$ cat src/rtl/result_ascii_tx_pkg.sv
// Shared constants for the UART result formatter: ASCII bytes, sequencer state
// encoding and the decimal power-of-ten table used by the binary-to-decimal converter.
package result_ascii_tx_pkg;

    localparam logic [7:0] ASCII_MINUS = 8'h2D;
    localparam logic [7:0] ASCII_ZERO  = 8'h30;
    localparam logic [7:0] ASCII_CR    = 8'h0D;
    localparam logic [7:0] ASCII_LF    = 8'h0A;

    localparam logic [2:0] ST_IDLE   = 3'd0;
    localparam logic [2:0] ST_CONV   = 3'd1;
    localparam logic [2:0] ST_SIGN   = 3'd2;
    localparam logic [2:0] ST_DIGITS = 3'd3;
    localparam logic [2:0] ST_EOL    = 3'd4;

    function automatic longint unsigned pow10(input int k);
        longint unsigned p = 64'd1;
        for (int j = 0; j < k; j++) p = p * 64'd10;
        return p;
    endfunction

    // Smallest D with 10^D >= 2^w, i.e. ceil(w*log10(2)).
    function automatic int num_digits(input int w);
        longint unsigned lim = 64'd1 << w;
        longint unsigned p   = 64'd1;
        int d = 0;
        for (int j = 0; j < 20; j++) begin
            if (p < lim) begin
                p = p * 64'd10;
                d++;
            end
        end
        return d;
    endfunction

endpackage

$ cat src/rtl/result_ascii_tx_bin2dec_seq.sv
// Sequential binary-to-decimal converter: one compare/subtract per cycle against
// constant powers of ten, most significant digit first; digit 0 sits in the low nibble.
module result_ascii_tx_bin2dec_seq
    import result_ascii_tx_pkg::*;
#(
    parameter int W = 12,
    parameter int D = num_digits(W)
) (
    input  logic           clk,
    input  logic           reset,
    input  logic           start,
    input  logic [W:0]     mag,
    output logic           done,
    output logic [4*D-1:0] digits
);

    localparam int IW = (D > 1) ? $clog2(D) : 1;
    localparam logic [IW-1:0] LAST = IW'(D - 1);

    logic [W:0]    pow_tab [D];
    logic [W:0]    rem;
    logic [IW-1:0] idx;
    logic [3:0]    acc;
    logic          running;

    for (genvar i = 0; i < D; i++) begin : g_pow
        assign pow_tab[i] = (W+1)'(pow10(D - 1 - i));
    end

    always_ff @(posedge clk or posedge reset) begin
        if (reset) begin
            rem     <= '0;
            idx     <= '0;
            acc     <= '0;
            running <= 1'b0;
            done    <= 1'b0;
            digits  <= '0;
        end else begin
            done <= 1'b0;
            if (start && !running) begin
                rem     <= mag;
                idx     <= '0;
                acc     <= '0;
                running <= 1'b1;
            end else if (running) begin
                if (rem >= pow_tab[idx]) begin
                    rem <= rem - pow_tab[idx];
                    acc <= acc + 4'd1;
                end else begin
                    // Failed compare closes the current digit and moves to the next power.
                    digits[4*idx +: 4] <= acc;
                    acc <= '0;
                    if (idx == LAST) begin
                        running <= 1'b0;
                        done    <= 1'b1;
                    end else begin
                        idx <= idx + IW'(1);
                    end
                end
            end
        end
    end

endmodule

$ cat src/rtl/result_ascii_tx.sv
// Formats a signed result as a decimal ASCII record ('-' digits EOL) and feeds it
// byte by byte into the UART transmit FIFO, honouring tx_full back-pressure.
//
// state     | meaning
// IDLE      | waiting for start
// CONV      | binary-to-decimal conversion running
// SIGN      | emitting '-' (entered only for negative values)
// DIGITS    | emitting digits, leading zeros suppressed
// EOL       | emitting CR/LF, then one cycle with done_tick before IDLE
module result_ascii_tx
    import result_ascii_tx_pkg::*;
#(
    parameter int W        = 12,
    parameter bit EOL_CRLF = 1'b1
) (
    input  logic         clk,
    input  logic         reset,
    input  logic         start,
    input  logic [W-1:0] value,
    input  logic         tx_full,
    output logic         wr_uart,
    output logic [7:0]   w_data,
    output logic         busy,
    output logic         done_tick
);

    localparam int D  = num_digits(W);
    localparam int IW = (D > 1) ? $clog2(D) : 1;
    localparam logic [IW-1:0] LAST = IW'(D - 1);

    logic [2:0]     state;
    logic           sign;
    logic [W:0]     mag;
    logic [W:0]     val_ext;
    logic [W:0]     mag_next;
    logic           conv_start;
    logic           conv_done;
    logic [4*D-1:0] digits;
    logic [IW-1:0]  di;
    logic [3:0]     cur;
    logic           seen_nz;
    logic           cr_sent;
    logic           fin;

    // One extra bit so that -2^(W-1) negates without overflow.
    assign val_ext  = {value[W-1], value};
    assign mag_next = value[W-1] ? (~val_ext + (W+1)'(1)) : val_ext;
    assign cur      = digits[4*di +: 4];
    assign busy     = (state != ST_IDLE);

    result_ascii_tx_bin2dec_seq #(
        .W (W),
        .D (D)
    ) u_bin2dec_seq (
        .clk    (clk),
        .reset  (reset),
        .start  (conv_start),
        .mag    (mag),
        .done   (conv_done),
        .digits (digits)
    );

    always_ff @(posedge clk or posedge reset) begin
        if (reset) begin
            state      <= ST_IDLE;
            sign       <= 1'b0;
            mag        <= '0;
            conv_start <= 1'b0;
            di         <= '0;
            seen_nz    <= 1'b0;
            cr_sent    <= 1'b0;
            fin        <= 1'b0;
            wr_uart    <= 1'b0;
            w_data     <= 8'h00;
            done_tick  <= 1'b0;
        end else begin
            wr_uart    <= 1'b0;
            done_tick  <= 1'b0;
            conv_start <= 1'b0;
            case (state)
                ST_IDLE: begin
                    if (start) begin
                        sign       <= value[W-1];
                        mag        <= mag_next;
                        conv_start <= 1'b1;
                        di         <= '0;
                        seen_nz    <= 1'b0;
                        cr_sent    <= 1'b0;
                        fin        <= 1'b0;
                        state      <= ST_CONV;
                    end
                end
                ST_CONV: begin
                    if (conv_done) state <= sign ? ST_SIGN : ST_DIGITS;
                end
                ST_SIGN: begin
                    if (!tx_full) begin
                        wr_uart <= 1'b1;
                        w_data  <= ASCII_MINUS;
                        state   <= ST_DIGITS;
                    end
                end
                ST_DIGITS: begin
                    // The last digit is always sent so that zero prints as "0".
                    if (!seen_nz && cur == 4'd0 && di != LAST) begin
                        di <= di + IW'(1);
                    end else if (!tx_full) begin
                        wr_uart <= 1'b1;
                        w_data  <= ASCII_ZERO + {4'd0, cur};
                        seen_nz <= 1'b1;
                        if (di == LAST) state <= ST_EOL;
                        else            di    <= di + IW'(1);
                    end
                end
                ST_EOL: begin
                    // fin keeps the block busy through the done_tick cycle.
                    if (fin) begin
                        state <= ST_IDLE;
                    end else if (!tx_full) begin
                        wr_uart <= 1'b1;
                        if (EOL_CRLF && !cr_sent) begin
                            w_data  <= ASCII_CR;
                            cr_sent <= 1'b1;
                        end else begin
                            w_data    <= ASCII_LF;
                            done_tick <= 1'b1;
                            fin       <= 1'b1;
                        end
                    end
                end
                default: state <= ST_IDLE;
            endcase
        end
    end

endmodule
$ cat config.mk
export PLATFORM = sky130hd
export DESIGN_NAME = result_ascii_tx
export DESIGN_NICKNAME = d
export VERILOG_FILES = /design/src/rtl/result_ascii_tx_pkg.sv /design/src/rtl/result_ascii_tx_bin2dec_seq.sv /design/src/rtl/result_ascii_tx.sv
export SDC_FILE = /design/constraint.sdc
export NUM_CORES = 1
export LEC_CHECK = 0
export CORE_ASPECT_RATIO = 1.5
export CORE_MARGIN = 2
export CORE_UTILIZATION = 64
export CTS_CLUSTER_DIAMETER = 40
export DETAILED_ROUTE_END_ITERATION = 10
export DONT_BUFFER_PORTS = 1
export PLACE_DENSITY = 0.8
export SLEW_MARGIN = 20
export SYNTH_ARGS = -nofsm -noshare
export SYNTH_HDL_FRONTEND = slang
export SYNTH_SLANG_ARGS = --single-unit
$ cat constraint.sdc
create_clock -name clk -period 3.63 [get_ports clk]
set_input_delay 0.726 -clock clk [delete_from_list [all_inputs] [get_ports clk]]
set_output_delay 0.726 -clock clk [all_outputs]
set_load 0.01 [all_outputs]
==> summary.md <==
| Metric | Value |
|---|---|
| Clock buffer depth | 2 |
| Critical path's slowest cell | a2111oi_0 |
| Final ANT Viol Nets | 0 |
| Post-CTS setup buffers | 0 |
| Most frequent cells in the layout | dfrtp_1, nand2_1, nor2_1 |
| Gr usage total | 29.2% |
| Primary FF master, synth | dfrtp_1 |
| R2R setup slack | 0.27 ns |
| Slew margin rel. | 55.4% |
| FFs w/ async S/R, synth | 100% |
| Number of global-route vias before repair | 3148 |
| Area share of and/or/nand/nor cells after synthesis | 20.0% |
| Post-layout total power | 4.17 mW |
| Root buffer cell | clkbuf_8 |
| Worst-path clk slew | 0.09 ns |
| Post-synthesis xor/xnor area fraction | 2.82% |
| Min Tclk post-route | 3.36 ns |
| Ratio of cells with drive above 1 in the final layout | 13.3% |
| CP cell instances | ha_1 -> ha_1 -> fa_1 -> nor2b_1 -> o21ai_0 -> a2111oi_0 -> nor2_1 -> and4_1 -> a311o_1 |
| I/O pin total | 27 |
| WP data required | 3.86 ns |
| Area Growth Syn to Fin | 5.48% |
| Mapped Cells | 424 |
| Final nets | 459 |
| Largest net degree at the start of global routing | 40 |
| GRT overflow | 0 |
| Peak supply drop | 624 uV |
| Worst Path Arrival | 3.60 ns |
| Initial Utilization | 65.9% |
| First-pass GRT wire length | 14.9 mm |
| Per-cell routed wire length | 18.5 um |
| Reg2reg start | u_bin2dec_seq.idx[0] |
| Period utilization | 92.7% |
| Endpoints failing setup | 0 |
| Synthesized cell area | 4040 um^2 |
| GPL Wtd Cong | 0.952 |
| Crit path largest cell delay | 0.69 ns |
| Detailed Place HPWL | 6.81 mm |
| Clock Skew | 0.0160 ns |
| CP top delay family | compound AO/OA/AOI/OAI gates |
| Die X | 68.9 um |
| Yosys cell types | 65 |
| CP Capture Type | flip-flop |
| Hold WC Path Type | in2async |
| Adder-Cell Fraction of Synth Area | 6.69% |
| Post-Place Cells | 485 |
| Post-DP Area | 4090 um^2 |
| RR Endpoint | u_bin2dec_seq.rem[12] |
| Synth Register Bits | 68 |
| Core area | 6130 um^2 |
| Vias | 3245 |
| Fmax | 297 MHz |
| Num Clock Sinks | 68 |
| CP Class | reg2reg |
| Row count | 35 |
| Max FO, Critical Path | 9 |
| Hold_buf cts | 0 |
| Die H | 101 um |
| Synth warn | 0 |
| CTS tree | yes |
| Most used cell along the critical path | ha_1 |
| Unrepaired setup endpoints after global routing | no |
| # Max-Cap Violations | 0 |
| Leak Pwr | 1.91 nW |
| TritonCTS Buffers | 9 |
| Buf/Inv on CP | 0 |
| Mux share of post-synthesis cell area | 6.07% |
| DRC errors left | 0 |
| Startpoint Class | flip-flop |
| Combinational family with the most area after synthesis | simple AND/OR/NAND/NOR gates |
| Final Hold Viols | 0 |
| Status | completed |
| IO Port Bufs | 0 |
| R2R cell count | 9 |
| Slew at the pin closest to its max-slew limit | 0.652 ns |
| Final Slew Violations | 0 |
| Syn avg cell area | 9.53 um^2 |
| Drt total wl | 9.26 mm |
| Util after Layout | 69.5% |
| Clk_lat worst skew | 0.36 ns |
| Commonest non-fill, non-tap cell in the layout | dfrtp_1 |
| Vias per Instance | 6.48 |
| Initial antenna violation count | 0 |
| Setup_tns | 0 ns |
| Pwr/cell area | 980 nW/um^2 |
| Post-synth EDFFs | 0 |
| DRT iter0 DRCs | 254 |
| Seq/Total Area, Yosys | 42.1% |
| DRT Pass-1 Iters | 4 |
| Full die area | 6980 um^2 |
| Compound-cell area share of the yosys netlist | 17.5% |
| CTS resizes | 0 |
| Post-route cell area | 4260 um^2 |
| # H-tree levels | 3 |
| Antenna cells | 0 |
| Non-filler cells, final | 501 |
flip-flops by register name (all words and copies together) (netlist names):
register,count
done_tick,1
w_data,6
wr_uart,1
sign,1
mag,13
di,2
u_bin2dec_seq.idx,2
u_bin2dec_seq.running,1
conv_start,1
u_bin2dec_seq.rem,13
u_bin2dec_seq.digits,16
seen_nz,1
cr_sent,1
state,3
fin,1
u_bin2dec_seq.done,1
u_bin2dec_seq.acc,4
cells by family (layout without fill, tap and decap cells):
family | count (synthesis) | in the layout
flip-flops | 68 | 68
adder cells (fa/ha/maj) | 21 | 21
XOR/XNOR | 13 | 13
AND/OR/NAND/NOR | 159 | 159
other | 1 | 2
buffers and inverters | 44 | 46
multiplexers | 17 | 17
AO/OA/AOI/OAI | 101 | 101
synth_stat cells, types with 4 or more instances:
cell	number	area, um^2
a21bo_2	16	160
a21oi_1	25	125
clkbuf_1	12	45.0
dfrtp_1	68	1700
ha_1	20	250
inv_1	24	90.1
mux2_2	7	78.8
mux2i_1	5	50.1
nand2_1	38	143
nand2b_1	4	25.0
nand3_1	9	45.0
nand3b_1	4	30.0
nand4_1	19	119
nor2_1	38	143
nor2b_1	7	43.8
nor3_1	14	70.1
nor4_1	6	37.5
o211ai_1	4	30.0
o21ai_0	20	100
or3_1	6	37.5
xor2_1	10	87.6
area by class of cell:
type / instances / area (um^2)
Clock buffer: 9 / 124
Clock inverter: 7 / 51.3
Fill cell: 497 / 1870
Inverter: 24 / 90.1
Multi-Input combinational cell: 313 / 2160
Sequential cell: 68 / 1700
Tap cell: 74 / 92.6
Timing Repair Buffer: 6 / 45.0
how the worst max path moves through the flow:
stage	from	end	slack, ns	depth (start not counted)
floorplan	u_bin2dec_seq.idx[0]	u_bin2dec_seq.rem[2]	0.69	11
global placement	u_bin2dec_seq.idx[0]	u_bin2dec_seq.rem[12]	0.37	9
detailed placement	u_bin2dec_seq.idx[0]	u_bin2dec_seq.rem[8]	0.38	12
CTS	u_bin2dec_seq.idx[0]	u_bin2dec_seq.rem[12]	0.34	9
global route	u_bin2dec_seq.idx[0]	u_bin2dec_seq.rem[12]	0.06	9
finish	u_bin2dec_seq.idx[0]	u_bin2dec_seq.rem[12]	0.27	9
stage by stage:
stage                     setup WS (ns)  hold slack [ns]
after floorplan                   0.695            0.454
after global placement            0.373            0.464
after detailed placement          0.382            0.473
after CTS                         0.342            0.348
after global routing             0.0554            0.395
final                             0.266            0.344
metal layers:
metal / routed length, um / part of all wire, % / GRT usage, %
met5: 0 / 0 / 0
met4: 420 / 4.5 / 14.9
met3: 313 / 3.4 / 6.78
met2: 4920 / 53 / 50.1
met1: 3600 / 39 / 32.9
power by group:
part	switching (mW)	internal [mW]	total, mW
sequential	0.320	1.06	1.38
combinational	1.23	0.993	2.22
clock	0.318	0.251	0.569
total	1.87	2.30	4.17
No activity file was read; power rests on OpenSTA's default activity.
